--- src/rtl/patch_reducer_scheduler.sv ---
// Binds incoming patches to free PatchReducer instances and drains finished patch sums,
// one 64-bit message at a time, toward the fpga_msg FIFO, recycling each reducer on transfer.
module patch_reducer_scheduler #(
    parameter int N_PATCH_REDUCER = 4,
    parameter int PATCH_ID_SIZE   = 17,
    parameter int PATCH_SUM_SIZE  = 34,
    parameter int RID_SIZE        = 2
) (
    input  logic                                      dram_clk,
    input  logic                                      reset,
    input  logic                                      alloc_req,
    input  logic [PATCH_ID_SIZE-1:0]                  alloc_patch_id,
    output logic                                      alloc_gnt,
    output logic [RID_SIZE-1:0]                       alloc_rid,
    output logic [N_PATCH_REDUCER-1:0]                patch_init,
    input  logic [N_PATCH_REDUCER-1:0]                patch_sum_rdy,
    input  logic [N_PATCH_REDUCER*PATCH_SUM_SIZE-1:0] patch_sum,
    output logic [N_PATCH_REDUCER-1:0]                patch_sum_ack,
    input  logic                                      fpga_msg_full,
    output logic                                      fpga_msg_valid,
    output logic [63:0]                               fpga_msg,
    output logic [RID_SIZE:0]                         busy_count,
    output logic                                      error
);

    localparam int BW  = RID_SIZE + 1;
    // Zero gap between the patch id field and the sum; id + sum must fit in 62 bits.
    localparam int PAD = 62 - PATCH_ID_SIZE - PATCH_SUM_SIZE;

    typedef enum logic {
        S_IDLE,
        S_EMIT
    } drain_state_e;

    drain_state_e                   state_q, state_d;
    logic [N_PATCH_REDUCER-1:0]     free_q, free_d;
    logic [PATCH_ID_SIZE-1:0]       pid_q [N_PATCH_REDUCER];
    logic [RID_SIZE-1:0]            rr_ptr_q, rr_ptr_d;
    logic [RID_SIZE-1:0]            sel_q, sel_d;
    logic                           gnt_q, gnt_d;
    logic [RID_SIZE-1:0]            rid_q, rid_d;
    logic [N_PATCH_REDUCER-1:0]     init_q, init_d;
    logic [N_PATCH_REDUCER-1:0]     ack_q, ack_d;
    logic [63:0]                    msg_q, msg_d;
    logic [BW-1:0]                  busy_q, busy_d;
    logic                           err_q, err_d;
    logic [PATCH_ID_SIZE-1:0]       gnt_id_q, gnt_id_d;

    logic                           alloc_found;
    logic [RID_SIZE-1:0]            alloc_idx;
    logic                           alloc_fire;
    logic [N_PATCH_REDUCER-1:0]     cand;
    logic                           win_found;
    logic [RID_SIZE-1:0]            win_idx;
    logic                           transfer;

    // Lowest-index free reducer, taken from the registered free mask only.
    always_comb begin
        // NOTE: every combinational output gets a default before any branch so no latch is inferred.
        alloc_found = 1'b0;
        alloc_idx   = '0;
        for (int i = N_PATCH_REDUCER - 1; i >= 0; i--) begin
            if (free_q[i]) begin
                alloc_found = 1'b1;
                alloc_idx   = RID_SIZE'(i);
            end
        end
    end

    assign alloc_fire = alloc_req && alloc_found && !gnt_q;

    // Round-robin pick starting just after the last winner; the last winner has lowest priority.
    always_comb begin
        cand      = patch_sum_rdy & ~free_q;
        win_found = 1'b0;
        win_idx   = '0;
        for (int k = N_PATCH_REDUCER; k >= 1; k--) begin
            if (cand[(int'(rr_ptr_q) + k) % N_PATCH_REDUCER]) begin
                win_found = 1'b1;
                win_idx   = RID_SIZE'((int'(rr_ptr_q) + k) % N_PATCH_REDUCER);
            end
        end
    end

    assign transfer = (state_q == S_EMIT) && !fpga_msg_full;

    always_comb begin
        state_d  = state_q;
        free_d   = free_q;
        rr_ptr_d = rr_ptr_q;
        sel_d    = sel_q;
        msg_d    = msg_q;
        ack_d    = '0;
        gnt_d    = alloc_fire;
        rid_d    = alloc_fire ? alloc_idx : '0;
        init_d   = '0;
        gnt_id_d = gnt_id_q;

        case (state_q)
            S_IDLE: begin
                if (win_found) begin
                    msg_d = {2'b01, pid_q[win_idx], {PAD{1'b0}},
                             patch_sum[int'(win_idx)*PATCH_SUM_SIZE +: PATCH_SUM_SIZE]};
                    ack_d[win_idx] = 1'b1;
                    rr_ptr_d       = win_idx;
                    sel_d          = win_idx;
                    state_d        = S_EMIT;
                end
            end
            S_EMIT: begin
                if (transfer) begin
                    free_d[sel_q] = 1'b1;
                    state_d       = S_IDLE;
                end
            end
            default: state_d = S_IDLE;
        endcase

        if (alloc_fire) begin
            free_d[alloc_idx]  = 1'b0;
            init_d[alloc_idx]  = 1'b1;
            gnt_id_d           = alloc_patch_id;
        end

        busy_d = busy_q + BW'(alloc_fire) - BW'(transfer);

        // Sum reported by an unallocated reducer, or the requester changed its id mid-grant.
        err_d = err_q
              | (|(patch_sum_rdy & free_q))
              | (alloc_req && gnt_q && (alloc_patch_id != gnt_id_q));
    end

    always_ff @(posedge dram_clk or negedge reset) begin
        if (!reset) begin
            state_q  <= S_IDLE;
            free_q   <= '1;
            rr_ptr_q <= RID_SIZE'(N_PATCH_REDUCER - 1);
            sel_q    <= '0;
            gnt_q    <= 1'b0;
            rid_q    <= '0;
            init_q   <= '0;
            ack_q    <= '0;
            msg_q    <= '0;
            busy_q   <= '0;
            err_q    <= 1'b0;
            gnt_id_q <= '0;
        end else begin
            // NOTE: sequential state uses non-blocking assignments so every register samples pre-edge values.
            state_q  <= state_d;
            free_q   <= free_d;
            rr_ptr_q <= rr_ptr_d;
            sel_q    <= sel_d;
            gnt_q    <= gnt_d;
            rid_q    <= rid_d;
            init_q   <= init_d;
            ack_q    <= ack_d;
            msg_q    <= msg_d;
            busy_q   <= busy_d;
            err_q    <= err_d;
            gnt_id_q <= gnt_id_d;
        end
    end

    // NOTE: the patch id table is small and must read as cleared after reset, so it is reset like any register.
    always_ff @(posedge dram_clk or negedge reset) begin
        if (!reset) begin
            for (int i = 0; i < N_PATCH_REDUCER; i++) begin
                pid_q[i] <= '0;
            end
        end else if (alloc_fire) begin
            pid_q[alloc_idx] <= alloc_patch_id;
        end
    end

    assign alloc_gnt      = gnt_q;
    assign alloc_rid      = rid_q;
    assign patch_init     = init_q;
    assign patch_sum_ack  = ack_q;
    assign fpga_msg_valid = transfer;
    assign fpga_msg       = msg_q;
    assign busy_count     = busy_q;
    assign error          = err_q;

endmodule

--- config.mk ---
export PLATFORM = sky130hd
export DESIGN_NAME = patch_reducer_scheduler
export DESIGN_NICKNAME = d
export VERILOG_FILES = /design/src/rtl/patch_reducer_scheduler.sv
export SDC_FILE = /design/constraint.sdc
export NUM_CORES = 1
export LEC_CHECK = 0
export CAP_MARGIN = 5
export CORE_ASPECT_RATIO = 0.75
export CORE_MARGIN = 2
export CORE_UTILIZATION = 40
export DETAILED_ROUTE_END_ITERATION = 7
export PLACE_DENSITY = 0.72
export SLEW_MARGIN = 10
export SYNTH_ARGS = -nofsm -noshare
export SYNTH_HDL_FRONTEND = slang
export SYNTH_SLANG_ARGS = --single-unit
export TNS_END_PERCENT = 10
--- constraint.sdc ---
create_clock -name dram_clk -period 3 [get_ports dram_clk]
set_clock_uncertainty 0.2 [all_clocks]
set_input_delay 0.6 -clock dram_clk [delete_from_list [all_inputs] [get_ports dram_clk]]
set_output_delay 0.6 -clock dram_clk [all_outputs]
set_load 0.01 [all_outputs]
==> impl_table.tex <==
\begin{tabular}{lr}
\hline
Metric & Value \\
\hline
\multicolumn{2}{l}{\textbf{Timing}} \\
Max Fclk & $\sim$380 MHz \\
Post-route minimum period & between 2 and 3 ns \\
Final-layout worst hold slack & 0.265 ns \\
Setup total negative slack & 0 ns \\
Setup repair after global routing missed its margin & false \\
Count of pins over their slew limit & 0 \\
\# setup viols final & 0 \\
Final critical-path share of the clock period & 0.880 \\
Final hold violation count & 0 \\
\multicolumn{2}{l}{\textbf{Place}} \\
Gp weighted congestion & between 0.7 and 0.8 \\
Number of cells in the design after placement & around 1200 \\
Detailed Place HPWL & roughly 16000 um \\
I/O Buffers & $\sim$230 \\
Cell area reported after detailed placement & between 0.01 and 0.015 mm\^{}2 \\
\multicolumn{2}{l}{\textbf{GRT}} \\
Global-route total usage across every layer & 0.206 \\
Number of global-route vias before repair & $\sim$6300 \\
Global-route wire length before repair & 35700 um \\
Maximum number of pins on one net before global-route repair & a little under 70 \\
Antenna violations before repair & 0 \\
Total congestion overflow after global routing & 0 \\
\multicolumn{2}{l}{\textbf{Clock tree}} \\
Clock latency on the worst-skew pair & $\sim$0.42 ns \\
Total setup buffers inserted after CTS & 0 \\
Total number of H-tree levels & 4 \\
Hold buffer count at CTS & 1 \\
Root Buffer & sky130\_fd\_sc\_hd\_\_clkbuf\_16 \\
CTS tree & done \\
TritonCTS sink count & $\sim$160 \\
Reg clk slew, reported paths & 0.06 ns \\
\# resized after CTS & 0 \\
Number of buffers added by the clock tree synthesis step & 17 \\
Maximum number of buffers from clock root to sink & 2 \\
\multicolumn{2}{l}{\textbf{Detailed routing}} \\
Initial drt markers & 331 \\
Remaining antenna violation count after routing & 0 \\
DRC violation count after routing & 0 \\
DR vias/cell & approximately 5.3 \\
Average wire per standard cell & roughly 19 um \\
Routed WL & approximately 24000 um \\
First-pass detailed-route iteration total & 4 \\
Via count of the routed design & approximately 6600 \\
\multicolumn{2}{l}{\textbf{Yosys}} \\
Flip-flop cell with the highest count after synthesis & sky130\_fd\_sc\_hd\_\_dfrtp\_1 \\
Cell type with the largest total area after synthesis & sky130\_fd\_sc\_hd\_\_dfrtp\_1 \\
Arithmetic-cell share of the synthesized area counting full adders, half adders and majority gates & 0.00529 \\
Simple-gate share of the synthesized area & 0.129 \\
Multiplexer area fraction after synthesis & 0.112 \\
Library cell with the highest instance count after synthesis & sky130\_fd\_sc\_hd\_\_dfrtp\_1 \\
Post-synthesis compound-gate area fraction & 0.190 \\
Synth cell count leaders & 155 x sky130\_fd\_sc\_hd\_\_dfrtp\_1, 102 x sky130\_fd\_sc\_hd\_\_and3\_1, 85 x sky130\_fd\_sc\_hd\_\_mux2\_2 \\
Synth Area per Inst & between 10 and 15 um\^{}2 \\
Synthesized-area fraction occupied by xor and xnor cells & 0.0195 \\
Cell types occupying the most area after synthesis & sky130\_fd\_sc\_hd\_\_dfrtp\_1 46\%, sky130\_fd\_sc\_hd\_\_mux2\_2 11\%, sky130\_fd\_sc\_hd\_\_and3\_1 7.5\% \\
Sequential-to-total area share from yosys stat & 0.474 \\
Fraction of post-synthesis cell area in the top cell type by area & 0.456 \\
Dominant combinational cell family by area after synthesis & compound AO/OA/AOI/OAI gates \\
Synth Cell Area & between 0.008 and 0.009 mm\^{}2 \\
Share of flip-flops with an asynchronous set or reset after synthesis & 1.00 \\
Number of distinct standard cells referenced by the synthesized netlist & 46 \\
Number of storage elements in the synthesis netlist & $\sim$160 \\
Count of flip-flops with a built-in enable after synthesis & 0 \\
Synthesis warning total & 0 \\
Post-Synthesis Cells & 730 \\
\multicolumn{2}{l}{\textbf{Run status}} \\
Outcome & finished clean \\
\multicolumn{2}{l}{\textbf{Power}} \\
Share of total power in combinational logic & 0.516 \\
Switch share & 0.380 \\
Clock Power Share & 0.172 \\
Net Switching & 4730 uW \\
Maximum VDD drop & between 0.5 and 0.6 mV \\
Final total power & about 12000 uW \\
Power per cell area & between 1000 and 1500 mW/mm\^{}2 \\
Power share of the sequential group & 0.311 \\
Cell Int Power & 7720 uW \\
LEAKAGE & about 0.005 uW \\
\multicolumn{2}{l}{\textbf{Worst setup path}} \\
Path type of the worst setup path & in2out \\
Worst r2r path cells & 9 \\
Signal arrival time at the worst endpoint & roughly 1.8 ns \\
Kind of start point of the critical path & input port \\
Worst setup EP type & output pin \\
Endpoint required time on the critical path & $\sim$2.2 ns \\
Worst-path fanout max & 3 \\
\multicolumn{2}{l}{\textbf{Hold path}} \\
Worst min-delay path class & reg2reg \\
Worst Hold Depth & 1 \\
\multicolumn{2}{l}{\textbf{Die}} \\
Std-Cell Rows & 46 \\
Standard cell core area & approximately 0.021 mm\^{}2 \\
I/O pin cnt & between 200 and 250 \\
Width of the die & 172 um \\
Starting Density & 0.405 \\
Die height & around 130 um \\
Die footprint & around 0.022 mm\^{}2 \\
\multicolumn{2}{l}{\textbf{Layout}} \\
Final net count & approximately 1100 \\
Number of antenna repair diodes & 0 \\
Area growth from synthesis to final layout & 37.8\% \\
Fraction of layout instances using a drive strength above 1 & 0.237 \\
Layout Cell Area excl Fill & about 0.012 mm\^{}2 \\
Non-filler instance count after layout & $\sim$1200 \\
\multicolumn{2}{l}{\textbf{Run}} \\
Reported max-cap violation count & 0 \\
\hline
\end{tabular}
[cell type report]
type / count / area (um^2)
Fill cell: 1743 / 9270
Sequential cell: 161 / 4040
Inverter: 11 / 41.3
Timing Repair Buffer: 261 / 2750
Multi-Input combinational cell: 491 / 3970
Clock buffer: 22 / 484
Tap cell: 288 / 360
Clock inverter: 9 / 97.6
[cell usage in the layout (no fill, tap or decap), types with 4 or more instances in the layout]
master,n
sky130_fd_sc_hd__a211oi_1,54
sky130_fd_sc_hd__inv_1,11
sky130_fd_sc_hd__mux2_2,85
sky130_fd_sc_hd__clkinvlp_4,4
sky130_fd_sc_hd__clkbuf_16,17
sky130_fd_sc_hd__nand2_1,57
sky130_fd_sc_hd__xor2_1,15
sky130_fd_sc_hd__nor3_1,7
sky130_fd_sc_hd__buf_12,17
sky130_fd_sc_hd__a211oi_2,48
sky130_fd_sc_hd__o31ai_2,10
sky130_fd_sc_hd__nor2_1,13
sky130_fd_sc_hd__o31ai_1,41
sky130_fd_sc_hd__dfstp_2,6
sky130_fd_sc_hd__clkbuf_8,4
sky130_fd_sc_hd__dfrtp_1,155
sky130_fd_sc_hd__buf_4,15
sky130_fd_sc_hd__xnor2_1,4
sky130_fd_sc_hd__and3_1,102
sky130_fd_sc_hd__clkdlybuf4s50_1,227
sky130_fd_sc_hd__conb_1,12
[path summary, 6_finish.rpt]
| check | start | endpoint | slack (ns) |
|---|---|---|---|
| setup / recovery | fpga_msg_full | fpga_msg_valid | 0.36 |
| hold / removal | fpga_msg[62] | fpga_msg[62] | 0.26 |
| setup reg to reg | free_q[0] | busy_count[2] | 0.59 |
| hold reg to reg | fpga_msg[62] | fpga_msg[62] | 0.26 |
| max in group asynchronous | reset | rr_ptr_q[1] | 1.34 |
| min in group asynchronous | reset | patch_sum_ack[2] | 0.49 |
[cell families (layout without fill, tap and decap cells)]
logic type,Yosys count,count (layout)
buffers and inverters,89,303
adder cells (fa/ha/maj),3,3
multiplexers,85,85
AND/OR/NAND/NOR,201,201
XOR/XNOR,19,19
other,1,12
AO/OA/AOI/OAI,171,171
flip-flops,161,161
[layer usage]
layer / GRT usage / share of wire / routed length [um]
met1: 0.286 / 0.46 / 10900
met2: 0.326 / 0.46 / 10800
met3: 0.0497 / 0.062 / 1460
met4: 0.0519 / 0.014 / 318
met5: 0 / 0 / 0
[registers in the layout, summed over array words and instances (netlist names)]
signal	count
alloc_gnt	1
alloc_rid	2
busy_count	3
error	1
fpga_msg	52
free_q	4
gnt_id_q	17
patch_init	4
patch_sum_ack	4
pid_q	68
rr_ptr_q	2
sel_q	2
state_q	1
[critical path: stages]
cell	delay (ns)
sky130_fd_sc_hd__clkdlybuf4s50_1	0.40
sky130_fd_sc_hd__nor2b_1	0.24
sky130_fd_sc_hd__clkdlybuf4s50_1	0.60
[through the flow]
step | utilization | setup slack [ns]
floorplan | - | 0.159
finish | 0.559 | 0.359
CTS | 0.559 | 0.357
global placement | 0.530 | 0.0519
detailed placement | 0.530 | 0.0167
global route | 0.559 | 0.270
[power groups by stage]
stage | logic [uW] | clock network (uW) | registers (uW)
2_1_floorplan | 4160 | 0 | 3930
3_3_place_gp | 6370 | 0 | 3870
3_5_place_dp | 6440 | 0 | 3910
4_1_cts | 6470 | 2210 | 3880
5_1_grt | 6980 | 2300 | 4010
6_report | 6430 | 2150 | 3880
Power figures use the tool's default switching activity.
